### src/rtl/alu_seq_pkg.sv
// alu_seq_pkg: shared opcodes, FSM encoding and single-cycle ALU function
// Contents:
//   OP_*       4-bit opcode map
//   state_t    handshake FSM states
//   alu_out_t  carry + MAXW-bit value returned by alu_single
//   alu_single result/carry for every op that completes in one cycle
package alu_seq_pkg;

    localparam int MAXW = 64;

    localparam logic [3:0] OP_ADD  = 4'd0;
    localparam logic [3:0] OP_SUB  = 4'd1;
    localparam logic [3:0] OP_AND  = 4'd2;
    localparam logic [3:0] OP_OR   = 4'd3;
    localparam logic [3:0] OP_SLL  = 4'd4;
    localparam logic [3:0] OP_MAX  = 4'd5;
    localparam logic [3:0] OP_DIV  = 4'd6;
    localparam logic [3:0] OP_SLTU = 4'd7;
    localparam logic [3:0] OP_SRL  = 4'd8;
    localparam logic [3:0] OP_NAND = 4'd9;

    typedef enum logic [1:0] {IDLE, DIV_BUSY, DONE} state_t;

    typedef struct packed {
        logic            carry;
        logic [MAXW-1:0] value;
    } alu_out_t;

    // Operands arrive zero-extended from width bits; the value is masked back
    // to width bits. DIV and undefined opcodes yield zero with no carry.
    function automatic alu_out_t alu_single(input int width, input logic [3:0] op,
                                            input logic [MAXW-1:0] a, input logic [MAXW-1:0] b,
                                            input logic [7:0] sh);
        logic [MAXW:0]   sum;
        logic [MAXW-1:0] mask;
        alu_out_t        o;
        mask    = {MAXW{1'b1}} >> (MAXW - width);
        sum     = {1'b0, a} + {1'b0, b};
        o.carry = 1'b0;
        o.value = '0;
        case (op)
            OP_ADD:  begin
                o.value = sum[MAXW-1:0];
                // only bit 'width' of the sum can lie outside the mask
                o.carry = |(sum & ~{1'b0, mask});
            end
            OP_SUB:  begin
                o.value = a - b;
                o.carry = a < b;
            end
            OP_AND:  o.value = a & b;
            OP_OR:   o.value = a | b;
            OP_SLL:  o.value = a << sh;
            OP_MAX:  o.value = (a > b) ? a : b;
            OP_SLTU: o.value = {{(MAXW-1){1'b0}}, a < b};
            OP_SRL:  o.value = a >> sh;
            OP_NAND: o.value = ~(a & b);
            default: ;
        endcase
        o.value = o.value & mask;
        return o;
    endfunction

endpackage

### src/rtl/alu_seq_divider.sv
// alu_seq_divider: WIDTH-cycle restoring unsigned divider
// Ports:
//   clk, rst_n          clock, async active-low reset
//   start               load dividend/divisor and begin
//   dividend, divisor   operands, sampled only on start
//   busy                iterations in progress
//   done                one-cycle pulse when quotient is final
//   quotient            floor(dividend/divisor)
module alu_seq_divider #(
    parameter int WIDTH = 16
) (
    input  logic             clk,
    input  logic             rst_n,
    input  logic             start,
    input  logic [WIDTH-1:0] dividend,
    input  logic [WIDTH-1:0] divisor,
    output logic             busy,
    output logic             done,
    output logic [WIDTH-1:0] quotient
);

    localparam int CW = $clog2(WIDTH + 1);

    logic [WIDTH-1:0] rem;
    logic [WIDTH-1:0] dvs;
    logic [CW-1:0]    cnt;
    logic [WIDTH:0]   shifted;
    logic [WIDTH:0]   trial;

    // quotient doubles as the dividend shift register: its MSB feeds the
    // partial remainder while the new quotient bit enters at the LSB
    assign shifted = {rem, quotient[WIDTH-1]};
    assign trial   = shifted - {1'b0, dvs};

    always_ff @(posedge clk or negedge rst_n) begin
        if (!rst_n) begin
            rem      <= '0;
            dvs      <= '0;
            cnt      <= '0;
            quotient <= '0;
            busy     <= 1'b0;
            done     <= 1'b0;
        end else begin
            done <= 1'b0;
            if (start) begin
                rem      <= '0;
                dvs      <= divisor;
                quotient <= dividend;
                cnt      <= CW'(WIDTH);
                busy     <= 1'b1;
            end else if (busy) begin
                rem      <= trial[WIDTH] ? shifted[WIDTH-1:0] : trial[WIDTH-1:0];
                quotient <= {quotient[WIDTH-2:0], ~trial[WIDTH]};
                cnt      <= cnt - CW'(1);
                busy     <= cnt != CW'(1);
                done     <= cnt == CW'(1);
            end
        end
    end

endmodule

### src/rtl/alu_seq_param.sv
// alu_seq_param: handshaked parametrised ALU with registered result and flags
// Ports:
//   clk, rst_n            clock, async active-low reset
//   in_valid, in_ready    issue handshake
//   opcode                operation select (see alu_seq_pkg)
//   input1, input2        operands A and B
//   shiftValue            shift amount for SLL/SRL
//   out_valid, out_ready  writeback handshake
//   result                registered result
//   carryFlag             ADD carry / SUB borrow
//   zeroFlag              result == 0
module alu_seq_param
    import alu_seq_pkg::*;
#(
    parameter  int WIDTH = 16,
    localparam int SHW   = $clog2(WIDTH)
) (
    input  logic             clk,
    input  logic             rst_n,
    input  logic             in_valid,
    output logic             in_ready,
    input  logic [3:0]       opcode,
    input  logic [WIDTH-1:0] input1,
    input  logic [WIDTH-1:0] input2,
    input  logic [SHW-1:0]   shiftValue,
    output logic             out_valid,
    input  logic             out_ready,
    output logic [WIDTH-1:0] result,
    output logic             carryFlag,
    output logic             zeroFlag
);

    state_t           state, state_nx;
    alu_out_t         alu;
    logic             accept, div_start, div_busy, div_done;
    logic [WIDTH-1:0] div_quo, res_nx;
    logic             carry_nx, unused_hi;

    assign accept    = in_valid && in_ready;
    // divide-by-zero skips the divider and completes like a single-cycle op
    assign div_start = accept && opcode == OP_DIV && input2 != '0;
    assign alu       = alu_single(WIDTH, opcode, MAXW'(input1), MAXW'(input2), 8'(shiftValue));
    assign unused_hi = ^alu.value;
    assign res_nx    = div_done ? div_quo : alu.value[WIDTH-1:0];
    assign carry_nx  = div_done ? 1'b0 : alu.carry;

    alu_seq_divider #(.WIDTH(WIDTH)) u_div (
        .clk      (clk),
        .rst_n    (rst_n),
        .start    (div_start),
        .dividend (input1),
        .divisor  (input2),
        .busy     (div_busy),
        .done     (div_done),
        .quotient (div_quo)
    );

    always_ff @(posedge clk or negedge rst_n) begin
        if (!rst_n) state <= IDLE;
        else        state <= state_nx;
    end

    always_comb begin
        state_nx = accept                           ? (div_start ? DIV_BUSY : DONE)
                 : (state == DIV_BUSY && div_done)  ? DONE
                 : (state == DONE && out_ready)     ? IDLE
                 : state;
    end

    always_comb begin
        in_ready  = (state == IDLE || (state == DONE && out_ready)) && !div_busy;
        out_valid = state == DONE;
    end

    always_ff @(posedge clk or negedge rst_n) begin
        if (!rst_n) begin
            result    <= '0;
            carryFlag <= 1'b0;
            zeroFlag  <= 1'b0;
        end else if (div_done || (accept && !div_start)) begin
            result    <= res_nx;
            carryFlag <= carry_nx;
            zeroFlag  <= res_nx == '0;
        end
    end

endmodule

### config.mk
export PLATFORM = sky130hd
export DESIGN_NAME = alu_seq_param
export DESIGN_NICKNAME = d
export VERILOG_FILES = /design/src/rtl/alu_seq_pkg.sv /design/src/rtl/alu_seq_divider.sv /design/src/rtl/alu_seq_param.sv
export SDC_FILE = /design/constraint.sdc
export NUM_CORES = 1
export LEC_CHECK = 0
export ABC_AREA = 1
export ABC_CLOCK_PERIOD_IN_PS = 4800
export CAP_MARGIN = 20
export CORE_UTILIZATION = 41
export CTS_CLUSTER_SIZE = 30
export DETAILED_ROUTE_END_ITERATION = 7
export GPL_ROUTABILITY_DRIVEN = 1
export PLACE_DENSITY = 0.7
export SETUP_SLACK_MARGIN = 0.1
export SLEW_MARGIN = 0
export SYNTH_ARGS = -nofsm -noshare
export SYNTH_HDL_FRONTEND = slang
export SYNTH_SLANG_ARGS = --single-unit
### constraint.sdc
create_clock -name clk -period 4.8 [get_ports clk]
set_input_delay 0.48 -clock clk [delete_from_list [all_inputs] [get_ports clk]]
set_output_delay 0.48 -clock clk [all_outputs]
set_load 0.03 [all_outputs]
==> impl_metrics.ini <==
[floorplan]
die_x_um = 146
die_y_um = 146
start_util = 0.418
pin_count = 64
design.core.area_sq_um = 20200
num_rows = 52
die-area_sq_um = 21200

[logic_synthesis]
synth-edff-count = 0
synth_ff_type = dfrtp_1
seq_area_frac_synth = 0.222
ys_warn_count = 0
synthArstFlopShare = 1.00
avgSynthCellArea_sq_um = 6.07
netlist_area_sq_um = 8460
syn_nets = 1508
synth_cell_types = 47
ys_seq_elements = 75
syn_inst = 1395

[sta]
fin_crit_ns = 3.55
finalSetupViolCount = 0
hold_viol_final = 0
tightest_slew_ns = 1.11
slew_viol_final = 0
finClkSkew_ns = 0.00951
fmax_mhz = 282
rsz0062_at_grt = false
tns_ns = 0
layout_setup_ws_ns = 1.25
finalCritPeriodShare = 0.739
slew_headroom = 0.259

[critical_path]
critPathCaptureType = register
cp-startpoint = input1[3]
crit_chain = clkdlybuf4s50_1 > inv_1 > ha_1 > nor2_4 > nand2_1 > nand2_1 > nand2_1 > nand2_2 > nand2_2 > nand2_4 > nand2_4 > nand2_1 > o21ai_1 > nand2_1 > nand2_1 > a21boi_0 > nand2_1 > nor2_1 > nand3_1 > nand2_1
crit_top_cell = nand2_1
slowest_stage = clkdlybuf4s50_1
startpoint_type = input port
crit_type = input port to register
worstPathRequired_ns = 5.08
r2r_slack_ns = 1.85
cpPeakStageDelay_ns = 0.62
path_max_fanout = 18
r2r-start = u_div.quotient[15]$_DFFE_PN0P_
arrival_ns = 3.83

[final_layout]
drive_gt1_frac = 0.0473
mostFrequentLayoutCells = 441 x nand2_1, 186 x nand3_1, 139 x inv_1
syn_to_final_growth_pct = 13.3
layout.cells.non_filler = 1710
layout.cells.most_common = nand2_1
nets = 1547

[routing]
via_count = 9548
drc = 0
antenna_left = 0
dr.pass1.iters = 7
drt_iter0_drc = 1157
viasPerCell = 5.58
wl_per_cell_um = 18.5
wl_um = 31700

[global_routing]
first_global_vias = 8766
overflow = 0
grt_pass1_wl_um = 48900
grt_util_all_layers = 0.300
grt_max_degree = 76
grt_antenna_before_repair = 1

[placement]
dp_hpwl_um = 25500
place_ws_ns = 1.00
io_buffers = 63
post-place-cells = 1693
gp_congestion = 1.05

[clock_network]
cts_buffers = 9
clkSinkCount = 75
post_cts_buffers = 0
cts_tree = yes
cts_hold_buf = 0
root_buffer = clkbuf_16
ctsResizeCount = 0
path_clk_slew_ns = 0.06
cts_buffer_depth = 2
insertion_delay_ns = 0.34
htree_levels = 3

[pwr]
p_int_w = 0.00214
ir_drop_uv = 255
switching_share = 0.485
clockPowerShare = 0.157
comb_power_share = 0.585
power.density_nw_per_um2 = 434
seq_power_share = 0.259
p_leak_nw = 4.83
p_sw_w = 0.00202

[run_status]
status = complete, no violations

[job]
maxCapViolCount = 0

[hold_path]
hold_path_class = input port to asynchronous set/reset pin
-- routing by layer --
layer	part of all wire	GRT usage	up-vias	wire, um
met5	0	0	-	0
met4	0.047	0.143	0	1490
met3	0.084	0.0420	84	2670
met2	0.44	0.475	447	14000
met1	0.43	0.401	4364	13500
li1	-	-	4653	-
-- cell families after synthesis --
| family | Yosys count | share of synthesized area |
|---|---|---|
| buffers and inverters | 206 | 0.0991 |
| DFF | 75 | 0.222 |
| adders and majority gates | 69 | 0.105 |
| muxes | 1 | 0.00118 |
| AOI/OAI and AO/OA | 207 | 0.143 |
| xor gates and xnor gates | 17 | 0.0185 |
| and+or+nand+nor | 820 | 0.412 |
-- area by class of cell --
class                           instances  area [sq um]
Fill cell                            2138         10600
Multi-Input combinational cell       1114          5750
Sequential cell                        75          1880
Timing Repair Buffer                   79           748
Inverter                              155           582
Tap cell                              270           338
Clock buffer                           11           253
Clock inverter                          5          37.5
Antenna cell                            1          2.50
-- stage by stage --
step | cell area [sq um] | hold WS, ns | power [W] | utilization
2_1_floorplan | 8460 | 0.184 | 0.00279 | -
3_3_place_gp | 9290 | 0.468 | 0.00347 | 0.459
3_5_place_dp | 9290 | 0.474 | 0.00349 | 0.459
4_1_cts | 9580 | 0.323 | 0.00415 | 0.474
5_1_grt | 9580 | 0.368 | 0.00451 | 0.474
6_report | 9590 | 0.275 | 0.00416 | 0.474
-- worst max-delay path: cells and delay by family --
kind | cells | cell delay, ns
adder cells (fa/ha/maj) | 1 | 0.49
AO/OA/AOI/OAI | 2 | 0.33
buffers and inverters | 2 | 0.81
AND/OR/NAND/NOR | 15 | 1.72
-- state kept, by name, indices dropped and copies added (netlist names) --
name and count:
state 2, zeroFlag 1, carryFlag 1, u_div.done 1, u_div.busy 1, u_div.quotient 16, result 16, u_div.rem 16
u_div.dvs 16, u_div.cnt 5
-- cells in the mapped netlist, drive strengths merged (2+ instances only) --
cell type | count | area (sq um)
clkbuf | 21 | 78.8
nand2 | 448 | 1710
nor3 | 11 | 66.3
buf | 30 | 178
nor4 | 5 | 31.3
nand4 | 16 | 115
a211oi | 2 | 15.0
o211ai | 21 | 158
o21ai | 72 | 360
dfrtp | 75 | 1880
nand3 | 186 | 931
fa | 3 | 60.1
o2111ai | 2 | 17.5
o21bai | 6 | 45.0
nor2 | 145 | 569
clkinv | 2 | 7.51
xor2 | 9 | 86.3
o22ai | 3 | 18.8
o221ai | 9 | 78.8
o21a | 2 | 15.0
inv | 153 | 574
nand3b | 5 | 37.5
xnor2 | 8 | 70.1
a21oi | 69 | 357
and2 | 3 | 18.8
o31ai | 2 | 15.0
a31oi | 11 | 68.8
ha | 66 | 826
a21boi | 6 | 45.1
-- power by group through the flow --
stage	registers [W]	clock network, W	logic, W
floorplan	0.00116	0	0.00162
global placement	0.00108	0	0.00239
detailed placement	0.00108	0	0.00241
CTS	0.00107	0.000661	0.00242
global route	0.00111	0.000685	0.00272
finish	0.00108	0.000651	0.00243
-- worst paths after layout --
path / to / cells after the start
setup reg to reg: u_div.rem[0]$_DFFE_PN0P_ / 13
max in group asynchronous: u_div.rem[14]$_DFFE_PN0P_ / 1
setup / recovery: zeroFlag$_DFFE_PN0P_ / 20
hold reg to reg: carryFlag$_DFFE_PN0P_ / 2
min in group clk: carryFlag$_DFFE_PN0P_ / 2
hold / removal: u_div.rem[15]$_DFFE_PN0P_ / 1
(Power assumes the default switching activity.)
